[src/rtl/mac_package.sv]
// Shared definitions for the MAC tile sequencer: control-slave register map,
// sequencer state encoding and the acquire-failure marker.
package mac_package;

    // Register offsets of the accelerator peripheral control slave
    localparam logic [31:0] MAC_SEQ_OFFS_TRIGGER    = 32'h0000_0000;
    localparam logic [31:0] MAC_SEQ_OFFS_ACQUIRE    = 32'h0000_0004;
    localparam logic [31:0] MAC_SEQ_OFFS_IO_BASE    = 32'h0000_0040;
    localparam logic [31:0] MAC_SEQ_OFFS_PARAM_BASE = 32'h0000_0050;

    // Acquire read returns this value when no context is free
    localparam logic [31:0] MAC_SEQ_ACQUIRE_FAIL = 32'hFFFF_FFFF;

    // Four address streams (A, B, C, D) and four job parameters
    localparam int MAC_SEQ_NB_STREAMS = 4;
    localparam int MAC_SEQ_NB_PARAMS  = 4;

    typedef enum logic [3:0] {
        SEQ_IDLE,
        SEQ_ACQ,
        SEQ_ACQ_WAIT,
        SEQ_RETRY,
        SEQ_PROG,
        SEQ_TRIG,
        SEQ_WAIT_EVT,
        SEQ_NEXT,
        SEQ_DONE
    } mac_seq_state_t;

endpackage

[src/rtl/mac_tile_addr_gen.sv]
// Per-stream address accumulators: loaded with the tile-0 base and stride,
// advanced by one stride (mod 2^32) per completed tile.
module mac_tile_addr_gen
    import mac_package::*;
(
    input  logic                                clk_i,
    input  logic                                rst_i,
    input  logic                                clear_i,
    input  logic                                load_i,
    input  logic                                step_i,
    input  logic [MAC_SEQ_NB_STREAMS-1:0][31:0] base_i,
    input  logic [MAC_SEQ_NB_STREAMS-1:0][31:0] stride_i,
    output logic [MAC_SEQ_NB_STREAMS-1:0][31:0] addr_o
);

    generate
        for (genvar gi = 0; gi < MAC_SEQ_NB_STREAMS; gi++) begin : g_stream
            logic [31:0] acc_reg;
            logic [31:0] stride_reg;

            // Load base/stride at sequence start, accumulate once per tile
            always_ff @(posedge clk_i or posedge rst_i) begin
                if (rst_i) begin
                    acc_reg    <= '0;
                    stride_reg <= '0;
                end else if (clear_i) begin
                    acc_reg    <= '0;
                    stride_reg <= '0;
                end else if (load_i) begin
                    acc_reg    <= base_i[gi];
                    stride_reg <= stride_i[gi];
                end else if (step_i) begin
                    acc_reg    <= acc_reg + stride_reg;
                end
            end

            assign addr_o[gi] = acc_reg;
        end
    endgenerate

endmodule

[src/rtl/mac_tile_seq.sv]
// Tile job sequencer: for each tile acquires an accelerator context, programs
// the stream addresses and job parameters, triggers the job and waits for the
// completion event. Single-outstanding master on the periph control bus.
module mac_tile_seq
    import mac_package::*;
#(
    parameter logic [31:0] BASE_ADDR    = 32'h0000_0000,
    parameter int          ID           = 10,
    parameter int          RETRY_CYCLES = 8
) (
    input  logic          clk_i,
    input  logic          rst_i,
    input  logic          clear_i,
    input  logic          start_i,
    input  logic [15:0]   n_tiles_i,
    input  logic [31:0]   a_base_i,
    input  logic [31:0]   b_base_i,
    input  logic [31:0]   c_base_i,
    input  logic [31:0]   d_base_i,
    input  logic [31:0]   a_stride_i,
    input  logic [31:0]   b_stride_i,
    input  logic [31:0]   c_stride_i,
    input  logic [31:0]   d_stride_i,
    input  logic [31:0]   nb_iter_i,
    input  logic [31:0]   len_iter_i,
    input  logic [31:0]   shift_simplemul_i,
    input  logic [31:0]   vectstride_i,
    output logic          req_o,
    output logic [31:0]   add_o,
    output logic          wen_o,
    output logic [3:0]    be_o,
    output logic [31:0]   data_o,
    output logic [ID-1:0] id_o,
    input  logic          gnt_i,
    input  logic          r_valid_i,
    input  logic [31:0]   r_data_i,
    input  logic          evt_i,
    output logic          busy_o,
    output logic          done_o,
    output logic [15:0]   tile_idx_o
);

    localparam int               CNT_W    = (RETRY_CYCLES > 1) ? $clog2(RETRY_CYCLES) : 1;
    localparam logic [CNT_W-1:0] CNT_LAST = CNT_W'(RETRY_CYCLES - 1);

    mac_seq_state_t state_reg, state_next;
    logic [2:0]       k_reg, k_next;
    logic [CNT_W-1:0] cnt_reg, cnt_next;
    logic [15:0]      tile_idx_reg, tile_idx_next, tile_inc;
    logic             evt_seen_reg, evt_seen_next;
    logic [15:0]      n_tiles_reg;
    logic [MAC_SEQ_NB_PARAMS-1:0][31:0]  param_reg, param_in;
    logic [MAC_SEQ_NB_STREAMS-1:0][31:0] base_in, stride_in, addr_cur;
    logic             addr_load, addr_step;
    logic             req_reg, req_next, wen_reg, wen_next, busy_reg, done_reg;
    logic [31:0]      add_reg, add_next, data_reg, data_next;

    assign base_in   = {d_base_i, c_base_i, b_base_i, a_base_i};
    assign stride_in = {d_stride_i, c_stride_i, b_stride_i, a_stride_i};
    assign param_in  = {vectstride_i, shift_simplemul_i, len_iter_i, nb_iter_i};
    assign tile_inc  = tile_idx_reg + 16'd1;

    mac_tile_addr_gen u_addr_gen (
        .clk_i    (clk_i),
        .rst_i    (rst_i),
        .clear_i  (clear_i),
        .load_i   (addr_load),
        .step_i   (addr_step),
        .base_i   (base_in),
        .stride_i (stride_in),
        .addr_o   (addr_cur)
    );

    // Next-state and counter logic; clear overrides every transition
    always_comb begin
        state_next    = state_reg;
        k_next        = k_reg;
        cnt_next      = cnt_reg;
        tile_idx_next = tile_idx_reg;
        evt_seen_next = evt_seen_reg | evt_i;
        addr_load     = 1'b0;
        addr_step     = 1'b0;
        case (state_reg)
            SEQ_IDLE: if (start_i) begin
                addr_load     = 1'b1;
                tile_idx_next = '0;
                state_next    = (n_tiles_i == 16'd0) ? SEQ_DONE : SEQ_ACQ;
            end
            SEQ_ACQ: if (gnt_i) state_next = SEQ_ACQ_WAIT;
            SEQ_ACQ_WAIT: if (r_valid_i) begin
                if (r_data_i == MAC_SEQ_ACQUIRE_FAIL) begin
                    state_next = SEQ_RETRY;
                    cnt_next   = '0;
                end else begin
                    state_next = SEQ_PROG;
                    k_next     = '0;
                end
            end
            SEQ_RETRY: begin
                if (cnt_reg == CNT_LAST) state_next = SEQ_ACQ;
                else                     cnt_next   = cnt_reg + 1'b1;
            end
            SEQ_PROG: if (gnt_i) begin
                k_next = k_reg + 3'd1;
                if (k_reg == 3'd7) state_next = SEQ_TRIG;
            end
            // An event arriving with the trigger grant belongs to the previous job
            SEQ_TRIG: if (gnt_i) begin
                evt_seen_next = 1'b0;
                state_next    = SEQ_WAIT_EVT;
            end
            SEQ_WAIT_EVT: if (evt_seen_reg) state_next = SEQ_NEXT;
            SEQ_NEXT: begin
                addr_step     = 1'b1;
                tile_idx_next = tile_inc;
                state_next    = (tile_inc == n_tiles_reg) ? SEQ_DONE : SEQ_ACQ;
            end
            SEQ_DONE: state_next = SEQ_IDLE;
            default:  state_next = SEQ_IDLE;
        endcase
        if (clear_i) begin
            state_next    = SEQ_IDLE;
            k_next        = '0;
            cnt_next      = '0;
            tile_idx_next = '0;
            evt_seen_next = 1'b0;
            addr_load     = 1'b0;
            addr_step     = 1'b0;
        end
    end

    // Bus request contents derived from the upcoming state so they are registered
    // and stay unchanged while a request waits for its grant
    always_comb begin
        req_next  = 1'b0;
        add_next  = add_reg;
        wen_next  = wen_reg;
        data_next = data_reg;
        case (state_next)
            SEQ_ACQ: begin
                req_next  = 1'b1;
                add_next  = BASE_ADDR + MAC_SEQ_OFFS_ACQUIRE;
                wen_next  = 1'b1;
                data_next = '0;
            end
            SEQ_PROG: begin
                req_next = 1'b1;
                wen_next = 1'b0;
                if (!k_next[2]) begin
                    add_next  = BASE_ADDR + MAC_SEQ_OFFS_IO_BASE + {28'd0, k_next[1:0], 2'b00};
                    data_next = addr_cur[k_next[1:0]];
                end else begin
                    add_next  = BASE_ADDR + MAC_SEQ_OFFS_PARAM_BASE + {28'd0, k_next[1:0], 2'b00};
                    data_next = param_reg[k_next[1:0]];
                end
            end
            SEQ_TRIG: begin
                req_next  = 1'b1;
                add_next  = BASE_ADDR + MAC_SEQ_OFFS_TRIGGER;
                wen_next  = 1'b0;
                data_next = '0;
            end
            default: ;
        endcase
    end

    // State, counters and registered outputs
    always_ff @(posedge clk_i or posedge rst_i) begin
        if (rst_i) begin
            state_reg    <= SEQ_IDLE;
            k_reg        <= '0;
            cnt_reg      <= '0;
            tile_idx_reg <= '0;
            evt_seen_reg <= 1'b0;
            req_reg      <= 1'b0;
            add_reg      <= '0;
            wen_reg      <= 1'b1;
            data_reg     <= '0;
            busy_reg     <= 1'b0;
            done_reg     <= 1'b0;
        end else begin
            state_reg    <= state_next;
            k_reg        <= k_next;
            cnt_reg      <= cnt_next;
            tile_idx_reg <= tile_idx_next;
            evt_seen_reg <= evt_seen_next;
            req_reg      <= req_next;
            add_reg      <= add_next;
            wen_reg      <= wen_next;
            data_reg     <= data_next;
            busy_reg     <= (state_next != SEQ_IDLE);
            done_reg     <= (state_next == SEQ_DONE);
        end
    end

    // Snapshot of the job configuration taken when a sequence starts
    always_ff @(posedge clk_i or posedge rst_i) begin
        if (rst_i) begin
            n_tiles_reg <= '0;
            param_reg   <= '0;
        end else if (addr_load) begin
            n_tiles_reg <= n_tiles_i;
            param_reg   <= param_in;
        end
    end

    assign req_o      = req_reg;
    assign add_o      = add_reg;
    assign wen_o      = wen_reg;
    assign be_o       = 4'hF;
    assign data_o     = data_reg;
    assign id_o       = '0;
    assign busy_o     = busy_reg;
    assign done_o     = done_reg;
    assign tile_idx_o = tile_idx_reg;

endmodule
[config.mk]
export PLATFORM = sky130hd
export DESIGN_NAME = mac_tile_seq
export DESIGN_NICKNAME = d
export VERILOG_FILES = /design/src/rtl/mac_package.sv /design/src/rtl/mac_tile_addr_gen.sv /design/src/rtl/mac_tile_seq.sv
export SDC_FILE = /design/constraint.sdc
export NUM_CORES = 1
export LEC_CHECK = 0
export BUFFER_PORTS_ARGS = -buffer_cell sky130_fd_sc_hd__buf_4
export CAP_MARGIN = 30
export CORE_MARGIN = 10
export CORE_UTILIZATION = 50
export CTS_CLUSTER_SIZE = 25
export DETAILED_ROUTE_END_ITERATION = 6
export GPL_ROUTABILITY_DRIVEN = 1
export PLACE_DENSITY = 0.76
export SYNTH_ARGS = -nofsm -noshare
export SYNTH_HDL_FRONTEND = slang
export SYNTH_SLANG_ARGS = --single-unit
[constraint.sdc]
create_clock -name clk_i -period 16.4 [get_ports clk_i]
set_clock_uncertainty 0.15 [all_clocks]
set_input_delay 0.82 -clock clk_i [delete_from_list [all_inputs] [get_ports clk_i]]
set_output_delay 0.82 -clock clk_i [all_outputs]
set_load 0.005 [all_outputs]
# After elaboration in Yosys (flattened, before gate mapping)

Index checks and enable logic that the tools add are counted.

Flip-flop bits (word level): 495
Input port bits: 439
Output and inout bits: 98
Logic and storage cells: 133

Add/subtract/negate cells: 9
Magnitude comparators: 1
Eq/ne operators: 19
Muxes and demuxes: 64
Bitwise logic cells: 1
Reduce and logical (&&, ||, !) cells: 15

Operators with widths:

| operator              | number |
|---|---|
| $mux 32               | 23 |
| $add 32x32->32        | 4 |
| $bmux 32 s2           | 2 |
| $pmux 32 s3           | 1 |
| $pmux 32 s2           | 1 |
| $mux 4                | 11 |
| $eq 32x32->1 const B  | 1 |
| $mux 16               | 2 |
| $pmux 16 s2           | 1 |
| $pmux 4 s8            | 1 |
| $mux 3                | 9 |
| $eq 4x3->1 const B    | 6 |
| $add 16x1->16 const B | 1 |
| $add 7x4->8 const A   | 2 |
| $eq 16x16->1          | 1 |
| $logic_not 16->1      | 1 |
| $ne 3x3->1 const B    | 4 |
| $pmux 3 s2            | 2 |
| $reduce_bool 3->1     | 4 |
| $mux 1                | 9 |
| $eq 4x1->1 const B    | 2 |
| $eq 4x2->1 const B    | 2 |
| $mux 8                | 1 |
| $add 3x1->3 const B   | 2 |
| other kinds (12)      | 16 |

# Logic depth before layout (Yosys ltp)

Gate-level depths: netlist of the first run.

Depth after elaboration: 9
Gate-level depth with buffers: 14
Gate-level depth less buffers: 14

# By module

A second synthesis of the first run with hierarchy kept.

Cells, all modules: 3,098
Area total of the unflattened synthesis: 28,524.9 um2

Modules (own cells, without submodules):

| module            | instances | cells each | area each (um2) | sequential area each (um2) |
|---|---|---|---|---|
| mac_tile_addr_gen | 1         | 1,827      | 16,882.4        | 6,406.1 |
| mac_tile_seq      | 1         | 1,271      | 11,642.4        | 5,281.3 |

# Least setup slack after synthesis of the first run

OpenSTA, ideal clock, no wires.

Kind: register to register
Start: register u_addr_gen.g_stream[1].acc_reg[0]
End: register u_addr_gen.g_stream[1].acc_reg[30]
Library setup time: 0.099 ns
Arrival time: 3.054 ns
Data required time: 16.151 ns
Path slack: 13.096 ns
Cell stages (with the launch flop): 15
Path buffers: 0
Period minus slack after synthesis: 3.304 ns
Cell sequence: dfrtp_1 > ha_1 > inv_1 > fa_1 > nor2b_1 > o21ai_0 > a21boi_0 > o21a_1 > o31ai_1 > o31ai_1 > a311oi_1 > o21ai_0 > nand4_1 > mux2i_1 > a311oi_1

Cells in the longest elaborated chain, start to end: 4

RTL lines:

| element                | RTL line                | source |
|---|---|---|
| from (decl)            | mac_tile_addr_gen.sv:18 | `logic [31:0] acc_reg;` |
| from (signal assigned) | mac_tile_addr_gen.sv:30 | `acc_reg <= base_i[gi];` |
| from (signal assigned) | mac_tile_addr_gen.sv:33 | `acc_reg <= acc_reg + stride_reg;` |
| $add 32x32->32         | mac_tile_addr_gen.sv:33 |  |
| $mux 32                | mac_tile_addr_gen.sv:32 | `end else if (step_i) begin` |
| $mux 32                | mac_tile_addr_gen.sv:29 | `end else if (load_i) begin` |
| $mux 32                | mac_tile_addr_gen.sv:26 | `end else if (clear_i) begin` |

Every way passes these cells. The select of a mux whose other input is x is not followed.
A chain may end at the register's enable or synchronous reset.

# Worst setup path in the final report of the first run

Start: register u_addr_gen.g_stream[0].acc_reg[0]
End: register u_addr_gen.g_stream[0].acc_reg[28]

Cells in the longest elaborated chain, start to end: 4

RTL lines:

| element                | RTL line |
|---|---|
| from (decl)            | mac_tile_addr_gen.sv:18 |
| from (signal assigned) | mac_tile_addr_gen.sv:30 |
| from (signal assigned) | mac_tile_addr_gen.sv:33 |
| $add 32x32->32         | mac_tile_addr_gen.sv:33 |
| $mux 32                | mac_tile_addr_gen.sv:32 |
| $mux 32                | mac_tile_addr_gen.sv:29 |
| $mux 32                | mac_tile_addr_gen.sv:26 |

Every way passes these cells. The select of a mux whose other input is x is not followed.

==> results of run 1 <==
## stage by stage
step / power [mW] / util [%] / hold slack [ns] / area, sq um / setup slack, ns
floorplan: 1.823 / - / 0.2984 / 28220 / 2.408
global placement: 2.074 / 57.92 / 0.3049 / 32030 / 11.69
detailed placement: 2.089 / 58.17 / 0.3113 / 32170 / 11.80
CTS: 3.312 / 61.38 / 0.2352 / 33950 / 12.34
global route: 3.446 / 61.48 / 0.2637 / 34000 / 11.95
finish: 3.315 / 61.48 / 0.2168 / 34010 / 12.20
## cell type report
| class | instances | area [sq um] |
|---|---|---|
| clock inverter | 19 | 225.2 |
| antenna | 11 | 27.53 |
| multi-input combinational | 2396 | 15270 |
| sequential | 467 | 11690 |
| inverter | 56 | 217.7 |
| fill | 4810 | 21300 |
| timing repair buffer | 528 | 4091 |
| tap | 748 | 935.9 |
| clock buffer | 76 | 1553 |
## metal layers
layer  vias up  GRT usage (%)  part of all wire [%]
met4        10          14.82                   4.8
met2      1255          47.79                    45
met1     12510          40.71                    41
met5         -              0                 0.056
met3       238          7.663                   9.6
li1      11840              -                     -
## Yosys cell counts, drive strengths merged, types with 4 or more instances
library cell	instances
a31oi	47
buf	60
dfrtp	466
fa	4
ha	129
o2111ai	4
a211oi	102
a21oi	272
mux2	145
o2bb2ai	32
xor2	57
and3	16
or2	8
a21boi	7
a22o	7
nand4	23
xnor2	72
nand2	548
nor2b	17
nand3	85
o31ai	10
clkbuf	178
a31o	7
or3	12
nor3	79
o21ai	167
inv	56
mux2i	7
o21a	11
o22ai	4
a21o	52
nor4	8
a311oi	11
a22oi	26
and2	10
o211ai	48
nor3b	67
nand2b	19
o21bai	17
nor2	178
## how the worst max path moves through the flow
| stage | from | to | slack [ns] | cells after the start |
|---|---|---|---|---|
| 2_1_floorplan | rst_i | add_o[2]$_DFFE_PP0P_ | 2.41 | 1 |
| 3_3_place_gp | r_data_i[15] | data_o[1]$_DFFE_PP0P_ | 11.69 | 12 |
| 3_5_place_dp | r_data_i[15] | data_o[7]$_DFFE_PP0P_ | 11.80 | 13 |
| 4_1_cts | u_addr_gen.g_stream[0].acc_reg[0]$_DFFE_PP0P_ | u_addr_gen.g_stream[0].acc_reg[30]$_DFFE_PP0P_ | 12.34 | 14 |
| 5_1_grt | u_addr_gen.g_stream[2].acc_reg[0]$_DFFE_PP0P_ | u_addr_gen.g_stream[2].acc_reg[30]$_DFFE_PP0P_ | 11.95 | 14 |
| 6_report | u_addr_gen.g_stream[0].acc_reg[0]$_DFFE_PP0P_ | u_addr_gen.g_stream[0].acc_reg[28]$_DFFE_PP0P_ | 12.20 | 14 |
## worst register-to-register path, delay by kind of cell (launching register included)
| kind | cells | cell delay (ns) |
|---|---|---|
| flops | 1 | 0.45 |
| simple gates | 1 | 0.08 |
| fa+ha+maj | 2 | 0.45 |
| buf+inv | 1 | 0.07 |
| compound gates | 9 | 2.69 |
| xor+xnor | 1 | 0.19 |
## layout by cell type (no fill, tap or decap), types with 83 or more instances in the layout
master and count:
buf_4 521, o21ai_0 162, nand3_1 83, a21oi_1 272, nand2_1 546, ha_1 129
dfrtp_1 466, nor2_1 176, a211oi_1 102, mux2_2 145
## where the power goes
| part | switching (mW) | internal [mW] | leakage (nW) |
|---|---|---|---|
| clock network | 0.508 | 0.720 | 0.875 |
| registers | 0.144 | 1.29 | 6.04 |
| logic | 0.342 | 0.308 | 8.49 |
| total | 0.994 | 2.32 | 15.4 |
## logic make-up (layout without fill, tap and decap cells)
| family | after synthesis | in the layout |
|---|---|---|
| AND/OR/NAND/NOR | 1086 | 1086 |
| AO/OA/AOI/OAI | 853 | 853 |
| flip-flops | 467 | 467 |
| buffers and inverters | 294 | 679 |
| multiplexers | 153 | 153 |
| adder cells (fa/ha/maj) | 133 | 133 |
| XOR/XNOR | 129 | 129 |
| other | 2 | 53 |
==> reports/results.ini, run 1 <==
[grt]
grt_start_max_net_pins=110
grt_pass1_vias=25170
grt_pass1_wl_mm=158.4
grt-ovfl-total=0
grtUsageTotal_pct=31.13
antenna_found_initial=16

[synth]
syn_inst=3117
synthArstFlopShare_pct=100.0
synth.top_cells.by_area=dfrtp_1, nand2_1, mux2_2, ha_1, a21oi_1
synth_cell_types=79
ys.flop_type=dfrtp_1
synth_edf_count=0
synth_top_family_by_area=compound AO/OA/AOI/OAI gates
synth_seq_cells=467
synth_fa_ha_area_share_pct=6.035
synthXorXnorAreaFrac_pct=4.025
ys_warn_count=0
synthSimpleGateAreaFrac_pct=17.65
synth_compound_area_share_pct=19.76
avgSynthCellArea_sq_um=9.006
ys_seq_area_share_pct=41.63
synth_top_area_cell=dfrtp_1
yosysTopAreaCellShare_pct=41.54
synthMuxAreaShare_pct=6.146
syn_area_sq_um=28070

[setup_path]
reg2reg_to=u_addr_gen.g_stream[0].acc_reg[28]$_DFFE_PP0P_
r2r_slack_ns=12.20
worst_ep_arrival_time_ns=4.54
crit_path_start_kind=flop
crit_chain=ha_1 > inv_1 > fa_1 > nor2b_1 > o21ai_0 > a21boi_0 > o21ai_0 > o2111ai_1 > a41o_1 > a311oi_1 > o21ai_0 > a21oi_1 > xor2_1 > o21ai_0
regToRegStartpoint=u_addr_gen.g_stream[0].acc_reg[0]$_DFFE_PP0P_
cpLargestDelayFamily=compound AO/OA/AOI/OAI gates
reg2reg_depth=14
end_kind=flop
slowest_stage=a311oi_1
cp_common_cell=o21ai_0
cp_data_required_time_ns=16.74
crit_type=reg -> reg
cpPeakStageDelay_ns=0.71
cp_max_fo=5
path_buf_inv=1

[cts]
clockBufferDepth=3
cts_hold_buffers=0
root_buffer=clkbuf_16
cts_buffers=53
cts.sinks=467
cts_tree=yes
post_cts_buffers=0
cts_resized=0
cts_max_level=2
clk_pin_slew_ns=0.06
worst_skew_pair.late_latency_ns=0.63

[pwr]
power_density_nw_per_um2=97.50
leakagePower_nw=15.40
ir_drop_v=0.00008388

[detailed_routing]
avgRoutedWirePerCell_um=24.78
drc=1
dr.pass1.iters=7
viasPerCell=6.011
wl_mm=106.6
drtIter0Drc=2667
ant_nets=0
vias=25850

[timing]
rsz0062_at_grt=no
finalHoldViolations=0
setup_viol=0
slew_viol_final=0
layout_min_cycle_time_ns=4.199
worst_pin_slew_ns=0.9540
finalCritPeriodShare_pct=25.60
relSlewSlack_pct=36.40
setup_tns_ns=0
maxClockFrequency_mhz=238.1

[placed_design]
place_congestion=0.9833
place_hpwl_mm=81.45
place_inst=4194
port_buffers=494

[run_status]
outcome=finished with violations
failed_checks=design-rule violations

[hold_path]
hold_class=in -> async

[final_layout]
final_nets=4074
final_layout_size_suffix_gt1_share_pct=23.35
stdcell_count=4301
synthToLayoutAreaGrowth_pct=21.13

[floorplan]
core_area_sq_um=55310
row_count=86
fp.dieH_um=257.0
die_width_um=257.0
start_util_pct=50.76
num_io_pins=537
dieArea_sq_um=66020

[job]
drv_cap=0

(Power assumes the default switching activity.)
==> inputs of run 2 (changes only) <==
Clock period 16.4 ns to 3.89 ns, I/O delays scaled along.
==> run 2 against run 1 <==
Effect of this change: non-clock buffer count up 479; the flow now finishes without violations; global-route usage increased by 3.3 points; first-iteration DRC count is 25% higher; critical path type unchanged; sequential power rose to 4.1 times the previous value; total power increased to 4.3 times the previous value; final cell count up 11%; critical path depth is 1 lower; wire length increased by 10%; utilization increased by 8.7 points; clock power grew to 4.1 times the previous value; count of clock-buffer cells in the layout is the same; sequential cell count stayed put.
==> reports/results.ini, run 2 (synthesis gave the netlist of run 1 again) <==
[run_status]
outcome=finished, final reports clean

[timing]
slew_viol_final=0
setup_viol=0
maxClockFrequency_mhz=269.6
finalCritPeriodShare_pct=95.34
worst_pin_slew_ns=1.054
layout_min_cycle_time_ns=3.709
rsz0062_at_grt=no
relSlewSlack_pct=29.72
finalHoldViolations=0
setup_tns_ns=0

[grt]
grt_pass1_vias=28740
grt_start_max_net_pins=208
grt-ovfl-total=0
grt_pass1_wl_mm=176.4
grtUsageTotal_pct=34.42
antenna_found_initial=13

[detailed_routing]
wirelength_met1_mm=46.71
dr.pass1.iters=6
wl_met2_mm=52.17
drtIter0Drc=3345
ant_nets=0
wl_met3_mm=11.01
viasPerCell=5.980
wl_mm=117.6
avgRoutedWirePerCell_um=24.61
vias=28590
drc=0
top_layer=met4

[floorplan]
row_count=86
die_width_um=257.0
num_io_pins=537
fp.dieH_um=257.0
start_util_pct=50.76
dieArea_sq_um=66020
core_area_sq_um=55310

[placed_design]
port_buffers=494
place_hpwl_mm=78.04
place_congestion=0.9649
place_inst=4236

[cts]
clk_pin_slew_ns=0.06
root_buffer=clkbuf_16
cts_max_level=2
cts_tree=yes
worst_skew_pair.late_latency_ns=0.62
cts.sinks=467
clockBufferDepth=3
post_cts_buffers=0
cts_buffers=53

[setup_path]
r2r_slack_ns=0.18
worst_ep_arrival_time_ns=4.10
cp_data_required_time_ns=4.28
regToRegStartpoint=u_addr_gen.g_stream[0].acc_reg[6]$_DFFE_PP0P_
crit_type=reg -> reg
crit_chain=ha_1 > o21a_1 > o21ai_0 > or4b_2 > o21ai_4 > o21a_1 > nand2b_1 > a31oi_1 > xor2_1 > o21ai_0 > o21ai_0 > nor2_1 > dlygate4sd3_1
end_kind=flop
reg2reg_depth=13
reg2reg_to=u_addr_gen.g_stream[0].acc_reg[21]$_DFFE_PP0P_
cp_common_cell=o21ai_0
cp_max_fo=4
crit_path_start_kind=flop
cpPeakStageDelay_ns=0.73
slowest_stage=or4b_2

[job]
drv_cap=0

[final_layout]
synthToLayoutAreaGrowth_pct=38.22
stdcell_count=4780
final_layout_size_suffix_gt1_share_pct=21.62
final_cell_mix=buf_4, nand2_1, dfrtp_1
final_nets=4553
final_common_cell=buf_4

[pwr]
power_density_nw_per_um2=369.0
leakagePower_nw=17.54
ir_drop_v=0.0003377

[hold_path]
hp-start=start_i
worstHoldEndpoint=u_addr_gen.g_stream[0].acc_reg[30]$_DFFE_PP0P_
hold_class=in -> reg
worstHoldPathCells=4

## run 2: worst max-delay path: cells and delay by family, from the launching register on
kind                     cells  cell delay [ns]
AO/OA/AOI/OAI                7             1.06
XOR/XNOR                     1             0.16
adder cells (fa/ha/maj)      1             0.33
buffers and inverters        1             0.55
flip-flops                   1             0.39
AND/OR/NAND/NOR              3             1.00
## run 2: report_power, final
part | leakage, nW | switching (mW) | internal, mW
logic | 10.6 | 1.69 | 1.63
clock network | 0.865 | 2.13 | 2.94
registers | 6.04 | 0.488 | 5.45
## run 2: worst max path at each step
| stage | startpoint | end | slack (ns) |
|---|---|---|---|
| finish | u_addr_gen.g_stream[0].acc_reg[6]$_DFFE_PP0P_ | u_addr_gen.g_stream[0].acc_reg[21]$_DFFE_PP0P_ | 0.18 |
| global placement | u_addr_gen.g_stream[0].acc_reg[0]$_DFFE_PP0P_ | u_addr_gen.g_stream[0].acc_reg[30]$_DFFE_PP0P_ | 0.37 |
| floorplan | rst_i | add_o[2]$_DFFE_PP0P_ | -2.78 |
| global route | u_addr_gen.g_stream[0].acc_reg[6]$_DFFE_PP0P_ | u_addr_gen.g_stream[0].acc_reg[21]$_DFFE_PP0P_ | 0.004 |
| detailed placement | u_addr_gen.g_stream[0].acc_reg[0]$_DFFE_PP0P_ | u_addr_gen.g_stream[0].acc_reg[30]$_DFFE_PP0P_ | 0.23 |
| CTS | u_addr_gen.g_stream[0].acc_reg[6]$_DFFE_PP0P_ | u_addr_gen.g_stream[0].acc_reg[21]$_DFFE_PP0P_ | 0.14 |
## run 2: what timing repair did
item	4_1_cts	5_1_grt
gates resized for setup	0	7
setup endpoints to repair	0	6
hold endpoints to repair	597	0
hold buffers	438	0
## run 2: per-stage QoR
stage / power (mW) / cell area (sq um) / setup WS, ns / utilization (%) / hold slack [ns]
after global placement: 8.712 / 32610 / 0.3710 / 58.96 / 0.2733
after floorplan: 7.689 / 28230 / -2.777 / - / 0.1218
after global routing: 14.85 / 38800 / 0.004077 / 70.15 / 0.09888
after CTS: 14.15 / 38750 / 0.1425 / 70.07 / 0.09206
final: 14.32 / 38800 / 0.1811 / 70.16 / 0.1275
after detailed placement: 8.779 / 32640 / 0.2253 / 59.02 / 0.06231
## run 2: metal layers
layer / track usage [%] / vias up
met5: 0 / -
met4: 20.84 / 0
met3: 7.046 / 401
met2: 51.98 / 1690
met1: 44.96 / 13710
li1: - / 12790
## run 2: layout make-up
cell class | count | area [sq um]
fillers | 3969 | 16500
multi-input cells | 2396 | 15280
flip-flops and latches | 467 | 11690
repair buffers | 1007 | 8921
clock buffers | 76 | 1585
well taps | 748 | 935.9
inverters | 56 | 215.2
clock inverters | 17 | 141.4
diodes | 13 | 32.53
